File: src/rtl/npu_stub_responder.sv
// rtl/npu_stub_responder.sv - NPU stand-in: config/input FIFOs, per-word op FSM, FWFT output FIFO

// Synchronous FIFO with registered occupancy; head word is shown directly (FWFT), zero when empty.
module npu_stub_fifo #(
  parameter int W     = 32,
  parameter int DEPTH = 16
) (
  input  logic         clk_i,
  input  logic         rst_i,
  input  logic         wr_en_i,
  input  logic [W-1:0] wr_data_i,
  input  logic         rd_en_i,
  output logic [W-1:0] rd_data_o,
  output logic         empty_o,
  output logic         full_o
);
  localparam int AW = $clog2(DEPTH);

  logic [W-1:0]  mem_q [DEPTH];
  logic [AW-1:0] wptr_q, wptr_d;
  logic [AW-1:0] rptr_q, rptr_d;
  logic [AW:0]   count_q, count_d;
  logic          push;
  logic          pop;

  // Flags come from the registered count only, so a write racing an internal pop on a full FIFO is dropped.
  assign full_o    = (count_q == (AW+1)'(DEPTH));
  assign empty_o   = (count_q == '0);
  assign push      = wr_en_i && !full_o;
  assign pop       = rd_en_i && !empty_o;
  assign rd_data_o = empty_o ? '0 : mem_q[rptr_q];

  // Next pointers wrap naturally because DEPTH is a power of two.
  always_comb begin
    wptr_d  = wptr_q;
    rptr_d  = rptr_q;
    count_d = count_q;
    if (push) wptr_d = wptr_q + AW'(1);
    if (pop)  rptr_d = rptr_q + AW'(1);
    if (push && !pop)      count_d = count_q + (AW+1)'(1);
    else if (pop && !push) count_d = count_q - (AW+1)'(1);
  end

  // Pointer and occupancy registers; reset empties the FIFO.
  always_ff @(posedge clk_i or posedge rst_i) begin
    if (rst_i) begin
      wptr_q  <= '0;
      rptr_q  <= '0;
      count_q <= '0;
    end else begin
      wptr_q  <= wptr_d;
      rptr_q  <= rptr_d;
      count_q <= count_d;
    end
  end

  // Storage array; contents are meaningless while the count says empty, so no reset is needed.
  always_ff @(posedge clk_i) begin
    if (push) mem_q[wptr_q] <= wr_data_i;
  end
endmodule

// Top: pops a config, then streams N input words through the selected operation into the output FIFO.
module npu_stub_responder #(
  parameter int IN_DEPTH  = 16,
  parameter int CFG_DEPTH = 16,
  parameter int OUT_DEPTH = 16
) (
  input  logic        CLK,
  input  logic        RST,
  input  logic [31:0] npu_input_data,
  input  logic        npu_input_fifo_write_enable,
  input  logic [25:0] npu_config_data,
  input  logic        npu_config_fifo_write_enable,
  input  logic        npu_output_fifo_read_enable,
  output logic [31:0] npu_output_data,
  output logic        npu_output_fifo_empty,
  output logic        npu_input_fifo_full,
  output logic        npu_config_fifo_full
);
  typedef enum logic {S_IDLE, S_RUN} state_e;

  state_e      state_q, state_d;
  logic [1:0]  op_q, op_d;
  logic [7:0]  n_q, n_d;
  logic [7:0]  cnt_q, cnt_d;
  logic [15:0] k_q, k_d;

  logic [25:0] cfg_word;
  logic        cfg_empty;
  logic        cfg_pop;
  logic [31:0] in_word;
  logic        in_empty;
  logic        in_pop;
  logic        out_full;
  logic        out_push;
  logic [31:0] result;

  npu_stub_fifo #(.W(26), .DEPTH(CFG_DEPTH)) u_cfg_fifo (
    .clk_i     (CLK),
    .rst_i     (RST),
    .wr_en_i   (npu_config_fifo_write_enable),
    .wr_data_i (npu_config_data),
    .rd_en_i   (cfg_pop),
    .rd_data_o (cfg_word),
    .empty_o   (cfg_empty),
    .full_o    (npu_config_fifo_full)
  );

  npu_stub_fifo #(.W(32), .DEPTH(IN_DEPTH)) u_in_fifo (
    .clk_i     (CLK),
    .rst_i     (RST),
    .wr_en_i   (npu_input_fifo_write_enable),
    .wr_data_i (npu_input_data),
    .rd_en_i   (in_pop),
    .rd_data_o (in_word),
    .empty_o   (in_empty),
    .full_o    (npu_input_fifo_full)
  );

  npu_stub_fifo #(.W(32), .DEPTH(OUT_DEPTH)) u_out_fifo (
    .clk_i     (CLK),
    .rst_i     (RST),
    .wr_en_i   (out_push),
    .wr_data_i (result),
    .rd_en_i   (npu_output_fifo_read_enable),
    .rd_data_o (npu_output_data),
    .empty_o   (npu_output_fifo_empty),
    .full_o    (out_full)
  );

  // Per-word operation selected by the latched command.
  always_comb begin
    result = in_word;
    case (op_q)
      2'b00:   result = in_word;
      2'b01:   result = in_word + {{16{k_q[15]}}, k_q};
      2'b10:   result = in_word << k_q[4:0];
      default: result = 32'd0 - in_word;
    endcase
  end

  // Command sequencing: IDLE pops and latches a config, RUN moves one word per cycle when both FIFOs allow.
  always_comb begin
    state_d  = state_q;
    op_d     = op_q;
    n_d      = n_q;
    k_d      = k_q;
    cnt_d    = cnt_q;
    cfg_pop  = 1'b0;
    in_pop   = 1'b0;
    out_push = 1'b0;
    case (state_q)
      S_IDLE: begin
        if (!cfg_empty) begin
          cfg_pop = 1'b1;
          op_d    = cfg_word[25:24];
          n_d     = cfg_word[23:16];
          k_d     = cfg_word[15:0];
          cnt_d   = 8'd0;
          // A zero-count command is simply consumed.
          if (cfg_word[23:16] != 8'd0) state_d = S_RUN;
        end
      end
      S_RUN: begin
        if (!in_empty && !out_full) begin
          in_pop   = 1'b1;
          out_push = 1'b1;
          cnt_d    = cnt_q + 8'd1;
          if (cnt_d == n_q) state_d = S_IDLE;
        end
      end
      default: state_d = S_IDLE;
    endcase
  end

  // FSM state and latched command registers.
  always_ff @(posedge CLK or posedge RST) begin
    if (RST) begin
      state_q <= S_IDLE;
      op_q    <= 2'b00;
      n_q     <= 8'd0;
      k_q     <= 16'd0;
      cnt_q   <= 8'd0;
    end else begin
      state_q <= state_d;
      op_q    <= op_d;
      n_q     <= n_d;
      k_q     <= k_d;
      cnt_q   <= cnt_d;
    end
  end
endmodule
File: config.mk
export PLATFORM = sky130hd
export DESIGN_NAME = npu_stub_responder
export DESIGN_NICKNAME = d
export VERILOG_FILES = /design/src/rtl/npu_stub_responder.sv
export SDC_FILE = /design/constraint.sdc
export NUM_CORES = 2
export LEC_CHECK = 0
export CAP_MARGIN = 20
export CORE_ASPECT_RATIO = 2
export CORE_MARGIN = 2
export CORE_UTILIZATION = 49
export CTS_CLUSTER_DIAMETER = 60
export DETAILED_ROUTE_END_ITERATION = 16
export RECOVER_POWER = 50
export SLEW_MARGIN = 25
export SYNTH_ARGS = -nofsm -noshare
export SYNTH_HDL_FRONTEND = slang
export SYNTH_SLANG_ARGS = --single-unit
File: constraint.sdc
create_clock -name CLK -period 7 [get_ports CLK]
set_input_delay 2.1 -clock CLK [delete_from_list [all_inputs] [get_ports CLK]]
set_output_delay 2.1 -clock CLK [all_outputs]
set_load 0.01 [all_outputs]
==> metrics <==
Yosys warnings=0; sequential area share after synthesis=70.63%; clock skew=34.85 ps; Yosys reg bits=1514; overall power=39.40 mW; Final Cycle Share=90.75%; arrival time worst endpoint=6780 ps; Hold Path Cell Cnt=2; Post-Synth XOR/XNOR Area=1.331%; CTS tree=yes; Avg WL per Cell=31.27 um; Hold Path Sink=n_q[3]; global-route wire length before repair=246.7 mm; initial antenna violation count=17; CTS Hold Buffers Added=0; RSZ-0062 raised after global routing=no; clk_lat worst skew=780 ps; final setup vio count=0; Crit. End Element=flop; row count=187; multi-input logic area=17880 sq um; number of global-route vias before repair=36080; PostCTS Resize Cnt=0; Max Cap Viol=23; Setup Buffers After CTS=0; Crit Path Max Fanout=45; I/O Buffers=97; post-layout minimum cycle time=6353 ps; H-tree levels=4; asr flop ratio synth=4.888%; post-synthesis adder-cell area fraction=1.152%; maximum operating frequency=157.4 MHz; R2R cell count=16; largest net degree at the start of global routing=98; TritonCTS buffer count=131; DRC errors left=0; GP Congestion=0.9888; CTS root buffer=clkbuf_16; Netlist cell types=90; crit path max-delay cell type=dfrtp_4; number of DRC markers in iteration 0=2578; mapped cell area=63840 sq um; Leak=23.50 nW; CP most frequent cell=mux2i_1; Syn Inst Count=3457; Synth Area in Simple Gates=4.408%; Final HPWL DP=108.7 mm; RR Startpoint=u_in_fifo.rptr_q[1]; fin util=55.45%; largest cells by area after synthesis=edfxtp_1 (68%), mux4_2 (14%), dfrtp_1 (2.9%); HP Start=n_q[3]; clock buffer depth=3; compound-cell area share of the yosys netlist=4.382%; dominant cell type by area after synthesis=edfxtp_1; Peak VDD IR=0.3459 mV; number of synthesized flops with an enable pin=1440; routed via count=33970; Hold Path Class=flop to flop; sequential cell area=45120 sq um; CTS Sinks=1514; Worst Tran Pin Value=3326 ps; Routed Antenna Nets=0; Post-Route WL=170.2 mm; violated checks=capacitance limit, slew limit; Ports=98; largest family of logic cells by synthesized area=multiplexers; WP data required=7420 ps; post-synth top area share=67.73%; PwrDens=548.3 nW/um^2; Slew HR=-121.7%; Die H=514.5 um; Worst-path clk slew=60 ps; crit-path cells=mux4_2 > mux2i_1 > mux2i_1 > nand2_1 > inv_1 > ha_1 > a21o_1 > o2111ai_1 > nand2_1 > a2111oi_0 > buf_4 > o31ai_1 > a31oi_1 > mux2i_1 > a211oi_1 > or3b_1; initial core utilization=49.25%; post-DR vias/cell=6.240; layout cells sized above 1=21.34%; CP max stage delay=890 ps; RR Endpoint=u_out_fifo.mem_q[8][19]; gr usage total=25.90%; net count reported at finish=3751; fin. max-slew vios=662; drt first pass iters=6; Area Growth Syn to Fin=12.58%; Remaining Overflow, GRT=0; Most used DFF post-synth=edfxtp_1; status=complete, but fails checks; Die Area=133400 sq um; fillers=10020; Core ar.=129600 sq um; CP Launch Type=flop; Die X=259.2 um; Fin Setup TNS=0 ps; Setup Crit Path Kind=flop to flop; r2r setup slk=650 ps; syn avg cell area=18.47 sq um; syn nets=3574; mux cell area share after synthesis=16.45%; final hold violation count=0
[worst max path at each step]
stage | start | end | slack [ps] | cells past startpoint
5_1_grt | RST | u_in_fifo.rptr_q[1] | 220 | 3
3_3_place_gp | u_in_fifo.rptr_q[0] | u_out_fifo.mem_q[4][27] | 640 | 14
6_report | u_in_fifo.rptr_q[1] | u_out_fifo.mem_q[8][19] | 650 | 16
3_5_place_dp | u_in_fifo.rptr_q[0] | u_out_fifo.mem_q[8][27] | 450 | 14
4_1_cts | u_in_fifo.rptr_q[0] | u_out_fifo.mem_q[5][27] | 450 | 14
2_1_floorplan | npu_input_fifo_write_enable | u_in_fifo.mem_q[3][0] | 1670 | 4
[placed cells by master, fill, tap and decap left out, types with 22 or more instances in the layout]
master	count
buf_4	112
o221ai_1	26
nor3_1	29
ha_1	50
nand3_1	36
xor2_1	24
xnor2_1	73
a21oi_1	88
mux4_2	394
clkbuf_16	134
dlygate4sd3_1	61
inv_1	50
a22oi_1	22
nor2b_1	50
nand2_1	206
clkinv_2	22
clkbuf_1	41
o21ai_0	79
dfrtp_1	66
clkdlybuf4s50_1	36
nor2_1	114
o22ai_1	25
edfxtp_1	1440
mux2i_1	128
[kinds of logic after synthesis]
group / after synthesis
flip-flops: 1514
AO/OA/AOI/OAI: 416
AND/OR/NAND/NOR: 580
multiplexers: 545
buffers and inverters: 248
adder cells (fa/ha/maj): 57
XOR/XNOR: 97
[final cells by class]
type | count | share of cell area, %
well taps | 1701 | 2.961
inverters | 58 | 0.3081
diodes | 3 | 0.01045
clock inverters | 76 | 1.381
clock buffers | 163 | 4.873
multi-input cells | 1695 | 24.88
repair buffers | 234 | 2.813
flip-flops and latches | 1514 | 62.78
[flip-flops by register name, indices dropped and copies added (netlist names), 4 cells and up]
signal	cells
u_in_fifo.wptr_q	4
n_q	8
u_out_fifo.wptr_q	4
u_out_fifo.mem_q	512
u_out_fifo.count_q	5
u_cfg_fifo.rptr_q	4
u_cfg_fifo.count_q	5
cnt_q	8
u_cfg_fifo.mem_q	416
u_in_fifo.mem_q	512
u_out_fifo.rptr_q	4
u_in_fifo.count_q	5
u_cfg_fifo.wptr_q	4
k_q	16
u_in_fifo.rptr_q	4
[worst max-delay path: cells and delay by family, from the launching register on]
kind                     cells  cell delay (ps)
multiplexers                 4             1160
AND/OR/NAND/NOR              3             1060
flip-flops                   1              890
AO/OA/AOI/OAI                6             2070
adder cells (fa/ha/maj)      1              290
buffers and inverters        2              430
[routing by layer]
| metal | GRT usage (%) | share of wire, % | vias up |
|---|---|---|---|
| met5 | 0 | 0.043 | - |
| met4 | 12.98 | 5.5 | 12 |
| met3 | 3.759 | 4.4 | 414 |
| met2 | 47.34 | 54 | 1182 |
| met1 | 29.33 | 36 | 17920 |
| li1 | - | - | 14450 |
[through the flow]
| stage | instance area [sq um] | setup slack [ps] | hold slack (ps) | std cells |
|---|---|---|---|---|
| final | 71870 | 647.3 | 492.5 | 5444 |
| after global routing | 71870 | 219.0 | 522.0 | 5442 |
| after CTS | 72090 | 450.3 | 502.1 | 5440 |
| after detailed placement | 67600 | 451.4 | 487.7 | 5201 |
| after global placement | 67530 | 643.8 | 474.3 | 5198 |
| after floorplan | 63840 | 1672 | 452.3 | 3457 |
[where the power goes]
group | total, mW | internal, mW | leakage [nW] | switching (mW)
clock | 7.58 | 4.28 | 2.19 | 3.30
sequential | 14.3 | 13.3 | 13.9 | 1.02
combinational | 17.5 | 6.76 | 7.38 | 10.8
[Yosys cell counts (26+ instances only)]
| cell | count |
|---|---|
| o22ai_1 | 27 |
| nand3_1 | 36 |
| dfrtp_1 | 74 |
| mux4_2 | 394 |
| nor2b_1 | 50 |
| xnor2_1 | 73 |
| edfxtp_1 | 1440 |
| nor2_1 | 124 |
| nand2_1 | 206 |
| a21oi_1 | 89 |
| inv_1 | 50 |
| o21ai_0 | 80 |
| clkbuf_1 | 120 |
| nor3_1 | 35 |
| buf_1 | 37 |
| o221ai_1 | 26 |
| mux2i_1 | 128 |
| ha_1 | 50 |
Power figures use the tool's default switching activity.
